<file path="src/rtl/switch_io_pkg.sv">
// Shared register-map constants and address decode helper for the switch input peripheral.
package switch_io_pkg;

    localparam int unsigned WINDOW_BYTES = 16;

    localparam logic [3:0] OFF_VALUE = 4'h0;
    localparam logic [3:0] OFF_RAW   = 4'h4;
    localparam logic [3:0] OFF_FLAGS = 4'h8;
    localparam logic [3:0] OFF_MASK  = 4'hC;

    typedef enum logic [1:0] {
        REG_VALUE,
        REG_RAW,
        REG_FLAGS,
        REG_MASK
    } reg_sel_e;

    // Byte lanes inside a word are irrelevant, so only offset bits [3:2] select a register.
    function automatic reg_sel_e decode_reg(input logic [3:0] off);
        reg_sel_e sel;
        case ({off[3:2], 2'b00})
            OFF_VALUE: sel = REG_VALUE;
            OFF_RAW:   sel = REG_RAW;
            OFF_FLAGS: sel = REG_FLAGS;
            OFF_MASK:  sel = REG_MASK;
            default:   sel = REG_VALUE;
        endcase
        return sel;
    endfunction

endpackage

</file>
<file path="src/rtl/sw_debounce_bit.sv">
// One switch bit: two-flop synchroniser followed by a stability counter.
// The debounced output only follows the synchronised input after DB_CYCLES consecutive differing samples.
module sw_debounce_bit #(
    parameter int DB_CYCLES = 20
) (
    input  logic clk,
    input  logic rst,
    input  logic in,
    output logic out,
    output logic sync,
    output logic toggle
);

    localparam int CW = $clog2(DB_CYCLES + 1);

    logic [1:0]    sync_q;
    logic [CW-1:0] cnt_q;
    logic          db_q;
    logic          differ;
    logic          expire;

    assign differ = sync_q[1] ^ db_q;
    assign expire = differ && (cnt_q == CW'(DB_CYCLES - 1));

    // NOTE: sequential state uses non-blocking assignments so every flop samples pre-edge values.
    always_ff @(posedge clk) begin
        if (!rst) begin
            sync_q <= '0;
            cnt_q  <= '0;
            db_q   <= 1'b0;
        end else begin
            sync_q <= {sync_q[0], in};
            if (!differ) begin
                cnt_q <= '0;
            end else if (expire) begin
                cnt_q <= '0;
                db_q  <= sync_q[1];
            end else begin
                cnt_q <= cnt_q + 1'b1;
            end
        end
    end

    assign out    = db_q;
    assign sync   = sync_q[1];
    assign toggle = expire;

endmodule

</file>
<file path="src/rtl/switch_io_ctrl.sv">
// Memory-mapped debounced switch input peripheral with sticky W1C change flags.
// Define SWITCH_IRQ_EN to add the MASK register and a registered change interrupt.
module switch_io_ctrl
    import switch_io_pkg::*;
#(
    parameter int          SW_WIDTH  = 24,
    parameter int          DB_CYCLES = 20,
    parameter logic [31:0] BASE_ADDR = 32'hFFFF_F070
) (
    input  logic                clk,
    input  logic                rst,
    input  logic [SW_WIDTH-1:0] sw,
    input  logic [31:0]         addr,
    input  logic                rd_en,
    input  logic                wr_en,
    input  logic [31:0]         wdata,
    output logic [31:0]         data,
    output logic                irq
);

    logic [SW_WIDTH-1:0] db;
    logic [SW_WIDTH-1:0] sync_v;
    logic [SW_WIDTH-1:0] toggle;
    logic [SW_WIDTH-1:0] flag_q;
    logic [SW_WIDTH-1:0] flag_clr;
    logic [31:0]         data_q;
    logic [31:0]         rdata_d;
    logic                in_win;
    logic                wr_hit;
    reg_sel_e            sel;

    for (genvar i = 0; i < SW_WIDTH; i++) begin : g_bit
        sw_debounce_bit #(.DB_CYCLES(DB_CYCLES)) u_db (
            .clk    (clk),
            .rst    (rst),
            .in     (sw[i]),
            .out    (db[i]),
            .sync   (sync_v[i]),
            .toggle (toggle[i])
        );
    end

    // The window is WINDOW_BYTES aligned, so only the bits above the offset take part in the match.
    assign in_win   = (addr[31:4] == BASE_ADDR[31:4]);
    assign sel      = decode_reg(addr[3:0]);
    assign wr_hit   = in_win && wr_en;
    assign flag_clr = (wr_hit && sel == REG_FLAGS) ? wdata[SW_WIDTH-1:0] : '0;

`ifdef SWITCH_IRQ_EN
    logic [SW_WIDTH-1:0] mask_q;
    logic                irq_q;

    always_ff @(posedge clk) begin
        if (!rst) begin
            mask_q <= '0;
            irq_q  <= 1'b0;
        end else begin
            if (wr_hit && sel == REG_MASK) begin
                mask_q <= wdata[SW_WIDTH-1:0];
            end
            irq_q <= |(flag_q & mask_q);
        end
    end

    assign irq = irq_q;
`else
    assign irq = 1'b0;
`endif

    always_comb begin
        rdata_d = '0;
        if (in_win) begin
            case (sel)
                REG_VALUE: rdata_d = 32'(db);
                REG_RAW:   rdata_d = 32'(sync_v);
                REG_FLAGS: rdata_d = 32'(flag_q);
`ifdef SWITCH_IRQ_EN
                REG_MASK:  rdata_d = 32'(mask_q);
`endif
                default:   rdata_d = '0;
            endcase
        end
    end

    // A toggle in the same cycle as a W1C of that bit keeps the flag set.
    always_ff @(posedge clk) begin
        if (!rst) begin
            flag_q <= '0;
            data_q <= '0;
        end else begin
            flag_q <= (flag_q & ~flag_clr) | toggle;
            if (rd_en) begin
                data_q <= rdata_d;
            end
        end
    end

    assign data = data_q;

    logic unused_bits;
    assign unused_bits = ^{addr[1:0], wdata};

endmodule
</file>
<file path="config.mk">
export PLATFORM = sky130hd
export DESIGN_NAME = switch_io_ctrl
export DESIGN_NICKNAME = d
export VERILOG_FILES = /design/src/rtl/switch_io_pkg.sv /design/src/rtl/sw_debounce_bit.sv /design/src/rtl/switch_io_ctrl.sv
export SDC_FILE = /design/constraint.sdc
export NUM_CORES = 1
export LEC_CHECK = 0
export CELL_PAD_IN_SITES_DETAIL_PLACEMENT = 1
export CELL_PAD_IN_SITES_GLOBAL_PLACEMENT = 2
export CORE_MARGIN = 2
export CORE_UTILIZATION = 37
export DETAILED_ROUTE_END_ITERATION = 12
export MAX_ROUTING_LAYER = met4
export PLACE_DENSITY = 0.87
export SLEW_MARGIN = 0
export SYNTH_ARGS = -nofsm -noshare
export SYNTH_HDL_FRONTEND = slang
export SYNTH_SLANG_ARGS = --single-unit
export TNS_END_PERCENT = 100
</file>
<file path="constraint.sdc">
create_clock -name clk -period 4.6 [get_ports clk]
set_clock_uncertainty 0.1 [all_clocks]
set_input_delay 0.92 -clock clk [delete_from_list [all_inputs] [get_ports clk]]
set_output_delay 0.92 -clock clk [all_outputs]
set_load 0.02 [all_outputs]
</file>
======== Yosys cells after proc, flatten, opt, wreduce, memory -nomap -nowiden ========
Index checks and enable logic that the tools add are counted.
operators by class
  div/mod/pow operators ................... 0
  add/subtract/negate cells ............... 24
  bitwise gates (word level) .............. 52
  shifts and indexed selects .............. 0
  $mul .................................... 0
  equal/unequal tests ..................... 30
  reduce and logical (&&, ||, !) cells .... 76
  mux-type cells .......................... 4
  magnitude comparators ................... 0
operators with widths
  kind                                                             number
  5-bit by 1-bit adder with 5-bit output, second input constant    24
  5-bit == test, second input constant                             24
  24-bit case mux with 3 select lines                              1
  3-bit OR reduction                                               24
  24-bit two-way mux                                               2
  2-bit AND reduction                                              24
  28-bit == test, second input constant                            1
  1-bit logical AND                                                26
  1-bit inverter                                                   25
  24-bit bitwise AND                                               1
  24-bit inverter                                                  1
  24-bit OR                                                        1
  1-bit XOR                                                        24
  2-bit case mux with 4 select lines                               1
  2-bit == test, second input constant                             3
  2-bit by 1-bit == test with 1-bit output, second input constant  2
  2-bit zero test                                                  2
word-level totals
  memories kept ........................... 0
  bits in latches ......................... 0
  bits in registers ....................... 248
  input port bits ......................... 92
  RAM bits ................................ 0
  output and inout bits ................... 33
  memory bits (read-only) ................. 0

======== Depth between registers and ports, before layout ========
Gate-level depths: netlist (run 1).
  word-level depth ........................ 8
  mapped depth ............................ 6
  mapped depth without buffers ............ 5

======== Hierarchy ========
Synthesis (run 1) repeated with hierarchy kept, for this count alone.
second synthesis, totals
  cell total of the unflattened synthesis .. 1027
  area, all modules ....................... 10328.7 µm²
modules (own cells, without submodules)
  module           times used  area an instance (µm²)  cells each
  sw_debounce_bit  24          334.1                   32
  switch_io_ctrl   1           2311.0                  259

======== Worst setup path before layout (run 1) ========
No wires, ideal clock.
  path type ............................... input port to flip-flop
  start point ............................. input addr[9]
  end point ............................... register flag_q[3]
  stages .................................. 5
  path slack .............................. 1.563 ns
  arrival ................................. 2.815 ns
  buffers on the path ..................... 1
  required time ........................... 4.378 ns
  path through ............................ or4b_1 or4_4 o41a_1 buf_6 a221o_1
between the ends
  word-level cells in the longest chain between the ends .. 7
RTL lines
  item                  RTL line              RTL
  start, declared       switch_io_ctrl.sv:13  input logic [31:0] addr,
  28-bit == test        switch_io_ctrl.sv:44  assign in_win = (addr[31:4] == BASE_ADDR[31:4]);
  1-bit logical AND     switch_io_ctrl.sv:46  assign wr_hit = in_win && wr_en;
  1-bit logical AND     switch_io_ctrl.sv:47  assign flag_clr = (wr_hit && sel == REG_FLAGS) ? wdata[SW_WIDTH-1:0] : '0;
  24-bit two-way mux    switch_io_ctrl.sv:47
  24-bit inverter       switch_io_ctrl.sv:91  flag_q <= (flag_q & ~flag_clr) | toggle;
  24-bit bitwise AND    switch_io_ctrl.sv:91
  24-bit OR             switch_io_ctrl.sv:91
  end signal, assigned  switch_io_ctrl.sv:91
  end, declared         switch_io_ctrl.sv:24  logic [SW_WIDTH-1:0] flag_q;
Every way passes these cells.
A chain may end at the register's enable or synchronous reset.

======== Worst setup path after layout (run 1) ========
  start point ............................. input addr[9]
  end point ............................... register flag_q[20]
The elaborated chain is that of the path after synthesis.

==> impl_metrics.py, run 1 <==
metrics = {
    "power": {
        "ir_worst_vdd_mv": 0.281,
        "p_leak_nw": 4.70,
        "power_density_nw_per_um2": 367,
    },
    "drt": {
        "avgRoutedWirePerCell_um": 14.1,
        "first_pass_iters": 4,
        "drt-vias-per-instance": 4.80,
        "num_vias": 7321,
        "routed_wl_mm": 21.6,
        "final_antenna_net_count": 0,
        "drc": 0,
        "initialDrtViolationCount": 273,
    },
    "timing": {
        "final_hold_viol_count": 0,
        "timing.final.ws_setup_ns": 1.28,
        "rsz0062_at_grt": "false",
        "timing.fmax_mhz": 301,
        "period_needed_ns": 3.32,
        "final.setup.tns_ns": 0,
        "drv_slew": 0,
        "finalSetupViolCount": 0,
        "period_share_pct": 72.2,
        "slew_headroom_pct": 45.7,
        "worst_pin_slew_ns": 0.811,
    },
    "clock_tree": {
        "ctsResizeCount": 0,
        "cts_max_level": 1,
        "postCtsSetupBuffers": 0,
        "clock-sinks": 240,
        "clk_latency_ns": 0.52,
        "clock_path_buffers": 3,
        "clockRootBuffer": "clkbuf_16",
        "clkSlewWorstSetupHoldPaths_ns": 0.06,
        "cts_tree": "built",
        "cts_made_buffers": 27,
        "cts-hold-fix-buffers": 0,
    },
    "global_route": {
        "grt_max_degree": 46,
        "antenna_found_initial": 0,
        "grt-ovfl-total": 0,
        "first_global_vias": 7584,
        "grtUsageTotal_pct": 16.1,
        "grt_pass1_wl_mm": 36.7,
    },
    "synth": {
        "syn_area_um2": 9780,
        "async_reset_ff_share_pct": 0,
        "synth_edf_count": 0,
        "ys.flop_type": "dfxtp_1",
        "ys_ff_latch": 240,
        "synth_top_area_share_pct": 49.1,
        "ys_types": 36,
        "ys.warnings.count": 0,
        "syn_area_per_cell_um2": 9.22,
        "synth_cells": 1061,
        "ys_seq_area_share_pct": 49.1,
        "synth_top_area_cell": "dfxtp_1",
        "synthTopCellsByArea": "dfxtp_1 (49%), mux2i_1 (7.2%), nor2_1 (5.6%), nand2_1 (3.6%), xnor2_1 (3.3%)",
    },
    "finish": {
        "n_antenna_cell": 0,
        "layout_commonest_cell": "dfxtp_1",
        "drive_above_1_share_pct": 6.55,
        "layout_common_cells": "dfxtp_1 (240), nor2_1 (145), clkdlybuf4s50_1 (103)",
        "fin_nets": 1288,
        "stdcell_count": 1525,
        "nFillCells": 2993,
        "area_delta_synth_final_pct": 22.9,
        "fin_area_um2": 12000,
    },
    "worst_setup_path": {
        "slowest_delay_ns": 0.68,
        "end_kind": "flip-flop",
        "crit_arrival_ns": 3.62,
        "crit_path_cell_trace": "clkdlybuf4s50_1, or4b_1, or4_4, o41a_1, buf_12, a221o_2",
        "startpoint": "addr[9]",
        "cpLargestDelayFamily": "compound AO/OA/AOI/OAI gates",
        "crit_type": "primary input to flip-flop",
        "path_max_fanout": 13,
        "worst-path-buf-inv": 2,
        "cp_slowest_cell": "o41a_1",
        "r2r_slack_ns": 2.79,
        "start_kind": "primary input",
        "crit_required_ns": 4.90,
        "timing.rr.start": "g_bit[12].u_db.cnt_q[0]",
    },
    "placed_design": {
        "dpl_cell_area_um2": 11200,
        "dp_slack_ns": 0.731,
        "port-buffer-count": 105,
        "place_congestion": 0.729,
        "dp_hpwl_mm": 14.9,
        "dp_cells": 1478,
    },
    "floorplan": {
        "die-height_um": 167,
        "dieArea_um2": 27800,
        "fp.dieW_um": 167,
        "core_area_um2": 26000,
        "num_rows": 59,
        "start_util_pct": 37.6,
        "io-pin-count": 125,
    },
    "min_path": {
        "hold_start": "g_bit[1].u_db.sync_q[0]",
        "min_path_type": "flip-flop to flip-flop",
    },
    "outcome": {
        "status": "finished clean",
    },
    "run": {
        "max-cap-violations": 0,
    },
}
-- where the power goes --
part           internal (mW)  leakage [nW]  switching, mW
Sequential              2.11          1.94         0.0154
Combinational         0.0987          2.33         0.0860
Clock                   1.28         0.424          0.818
Total                   3.49          4.70          0.920
-- per-layer routing --
layer | GRT usage (%) | vias up | share of wire, % | wire length [µm]
met5 | - | - | 0 | 0
met4 | 4.09 | 0 | 2.0 | 439
met3 | 2.45 | 29 | 3.2 | 689
met2 | 26.8 | 111 | 47 | 10100
met1 | 20.6 | 3462 | 48 | 10300
li1 | - | 3719 | - | -
-- stage by stage --
step,power (mW),util (%),hold WS [ns]
2_1_floorplan,2.25,-,0.312
3_5_place_dp,2.35,42.9,0.321
5_1_grt,4.59,46.3,0.357
6_report,4.41,46.3,0.331
3_3_place_gp,2.35,42.9,0.314
4_1_cts,4.49,46.3,0.332
-- layout make-up --
cell class	instances	area [µm²]	area share [%]
timing repair buffer	112	1120	9.33
tap	335	419	3.49
sequential	240	4800	40.0
clock buffer	43	796	6.62
multi-input combinational	721	4550	37.8
clock inverter	4	70.1	0.583
inverter	70	263	2.19
-- path summary, 6_finish.rpt --
check        depth (start not counted)                      end
min                                  1  g_bit[1].u_db.sync_q[1]
max                                  6               flag_q[20]
max reg2reg                          5               flag_q[12]
min reg2reg                          1  g_bit[1].u_db.sync_q[1]
-- synthesized netlist by cell type, types with 3 or more instances --
master and number:
inv_1 70, or2_2 24, nor3_1 21, mux2i_1 70, and2_1 48, xnor2_1 37
nand4_1 5, nand3_1 27, o21ai_0 49, and3b_1 21, nor2_1 145, a221o_1 18
xor2_1 36, dfxtp_1 240, a21oi_1 24, clkbuf_1 21, nor2b_1 27, buf_1 3
a221o_2 4, nand2_1 94, a22oi_1 23, buf_4 11, ha_1 24
-- cells by family (layout without fill, tap and decap cells) --
group                    after synthesis  in the layout  share of synthesized area [%]
AND/OR/NAND/NOR                      423            423                           21.2
multiplexers                          70             70                           7.16
AO/OA/AOI/OAI                        122            122                           8.12
other                                  1              9                         0.0383
flip-flops                           240            240                           49.1
buffers and inverters                108            229                           4.73
adder cells (fa/ha/maj)               24             24                           3.07
XOR/XNOR                              73             73                           6.54
-- state kept, by name (all words and copies together), names as in the netlist --
signal             flops
data                  24
flag_q                24
g_bit.u_db.cnt_q     120
g_bit.u_db.out        24
g_bit.u_db.sync_q     48
Power figures use the tool's default switching activity.
==> inputs of run 2 (changes only) <==
Settings changed: CORE_UTILIZATION 37 to 34, PLACE_DENSITY 0.87 to 0.81.
Clock period 4.6 ns to 3.4 ns, I/O delays scaled along.
==> run 2 against run 1 <==
  * First-iteration DRC count is 17% lower
  * Via count is 0.87% lower
  * Sequential share of layout area is 0.51 points lower
  * Register-to-register slack worse by 1.2 ns
  * Sequential power is 35% higher
  * Clock-buffer cell count is 5 lower
  * Combinational power is 35% higher
  * Flip-flop and latch count stayed put
  * Largest cell class unchanged
  * Critical path depth stayed put
  * Largest power group is now clock
  * Total power is 40% higher
==> impl_metrics.py, run 2 (same netlist as run 1, synthesis figures left out) <==
metrics = {
    "clock_tree": {
        "cts_made_buffers": 27,
        "clkSlewWorstSetupHoldPaths_ns": 0.06,
        "cts-hold-fix-buffers": 0,
        "postCtsSetupBuffers": 0,
        "clockRootBuffer": "clkbuf_16",
        "clk_latency_ns": 0.52,
        "cts_max_level": 1,
        "clock-sinks": 240,
        "cts_tree": "built",
        "clock_path_buffers": 3,
        "ctsResizeCount": 0,
    },
    "global_route": {
        "antenna_found_initial": 0,
        "grtUsageMet2_pct": 25.1,
        "grtUsageTotal_pct": 15.0,
        "grt_max_degree": 43,
        "top_usage_layer": "met2",
        "grt_pass1_wl_mm": 37.0,
        "grt-ovfl-total": 0,
        "first_global_vias": 7579,
        "grt_use_met1_pct": 18.9,
        "grt.met3_usage_pct": 2.94,
    },
    "drt": {
        "avgRoutedWirePerCell_um": 13.8,
        "first_pass_iters": 4,
        "drc": 0,
        "num_vias": 7257,
        "routed_wl_mm": 21.8,
        "final_antenna_net_count": 0,
        "drt-vias-per-instance": 4.60,
        "initialDrtViolationCount": 227,
    },
    "timing": {
        "finalSetupViolCount": 0,
        "period_share_pct": 83.4,
        "final_hold_viol_count": 0,
        "period_needed_ns": 2.83,
        "final.setup.tns_ns": 0,
        "slew_headroom_pct": 51.5,
        "timing.fmax_mhz": 353,
        "rsz0062_at_grt": "false",
        "worst_pin_slew_ns": 0.718,
        "drv_slew": 0,
    },
    "power": {
        "p_seq_share_pct": 46.4,
        "clock_power_share_pct": 49.6,
        "p_int_mw": 4.89,
        "power_density_nw_per_um2": 508,
        "combinationalPowerShare_pct": 4.0,
        "switching_share_pct": 21.0,
        "netSwitchingPower_mw": 1.30,
        "ir_worst_vdd_mv": 0.377,
        "p_leak_nw": 4.76,
    },
    "worst_setup_path": {
        "crit_arrival_ns": 3.14,
        "end_kind": "flip-flop",
        "cpLargestDelayFamily": "simple AND/OR/NAND/NOR gates",
        "crit_required_ns": 3.70,
        "crit_path_cell_trace": "clkdlybuf4s50_1, or4b_1, or4_4, o41a_1, buf_12, a221o_2",
        "worst-path-buf-inv": 2,
        "cp_slowest_cell": "clkdlybuf4s50_1",
        "path_max_fanout": 22,
        "slowest_delay_ns": 0.49,
        "crit_type": "primary input to flip-flop",
        "start_kind": "primary input",
    },
    "outcome": {
        "status": "finished clean",
    },
    "floorplan": {
        "io-pin-count": 125,
        "num_rows": 62,
        "start_util_pct": 34.3,
        "die-height_um": 174,
        "dieArea_um2": 30100,
        "core_area_um2": 28500,
        "fp.dieW_um": 174,
    },
    "finish": {
        "n_antenna_cell": 0,
        "fin_nets": 1291,
        "top_register": "g_bit.u_db.cnt_q",
        "drive_above_1_share_pct": 7.45,
        "utilization_pct": 42.6,
        "top_regs": "g_bit.u_db.cnt_q x120, g_bit.u_db.sync_q x48",
        "layout_commonest_cell": "dfxtp_1",
        "layout_common_cells": "dfxtp_1 (240), nor2_1 (145), clkdlybuf4s50_1 (103)",
        "area_delta_synth_final_pct": 24.5,
        "largest_register_ffs": 120,
    },
    "placed_design": {
        "dp_hpwl_mm": 15.0,
        "place_congestion": 0.752,
        "port-buffer-count": 105,
    },
    "run": {
        "max-cap-violations": 0,
    },
    "min_path": {
        "min_path_type": "flip-flop to flip-flop",
    },
}
-- run 2: cell count changes in the layout (fill, tap and decap cells not counted) --
cell,change
clkinv_4,+1
clkinv_2,+3
buf_12,-1
clkinvlp_4,+1
bufinv_16,+2
buf_4,+4
clkbuf_1,-6
clkbuf_8,+1
-- run 2: power by group through the flow --
| stage | clock (mW) | combinational (mW) | sequential, mW |
|---|---|---|---|
| 2_1_floorplan | 0 | 0.123 | 2.92 |
| 3_3_place_gp | 0 | 0.252 | 2.93 |
| 3_5_place_dp | 0 | 0.255 | 2.93 |
| 4_1_cts | 3.18 | 0.256 | 2.87 |
| 5_1_grt | 3.29 | 0.276 | 2.87 |
| 6_report | 3.07 | 0.250 | 2.87 |
-- run 2: layout make-up --
| class | count | area [µm²] |
|---|---|---|
| clock inverters | 11 | 161 |
| fillers | 3327 | 16400 |
| inverters | 70 | 263 |
| multi-input cells | 721 | 4550 |
| flip-flops and latches | 240 | 4800 |
| well taps | 384 | 480 |
| repair buffers | 115 | 1130 |
| clock buffers | 38 | 787 |
-- run 2: stage by stage --
step                cells  power [mW]  hold WS [ns]  area (µm²)  setup slack (ns)
floorplan            1069        3.05         0.312        9810             0.603
detailed placement   1530        3.19         0.320       11200            0.0274
finish               1579        6.19         0.329       12200             0.566
global route         1579        6.43         0.342       12200             0.523
CTS                  1579        6.30         0.335       12200             0.569
global placement     1530        3.18         0.316       11200            0.0581
-- run 2: worst paths after layout --
| check | slack (ns) | from | depth (start not counted) | endpoint |
|---|---|---|---|---|
| worst max-delay path | 0.57 | addr[6] | 6 | flag_q[20] |
| worst min-delay path | 0.33 | g_bit[22].u_db.sync_q[0] | 1 | g_bit[22].u_db.sync_q[1] |
| worst max register to register | 1.59 | g_bit[12].u_db.cnt_q[0] | 5 | flag_q[12] |
| worst min register to register | 0.33 | g_bit[22].u_db.sync_q[0] | 1 | g_bit[22].u_db.sync_q[1] |
-- run 2: per-layer routing --
metal	routed length [µm]	up-vias
met5	0	-
met4	348	0
met3	992	29
met2	9930	107
met1	10500	3395
li1	-	3726
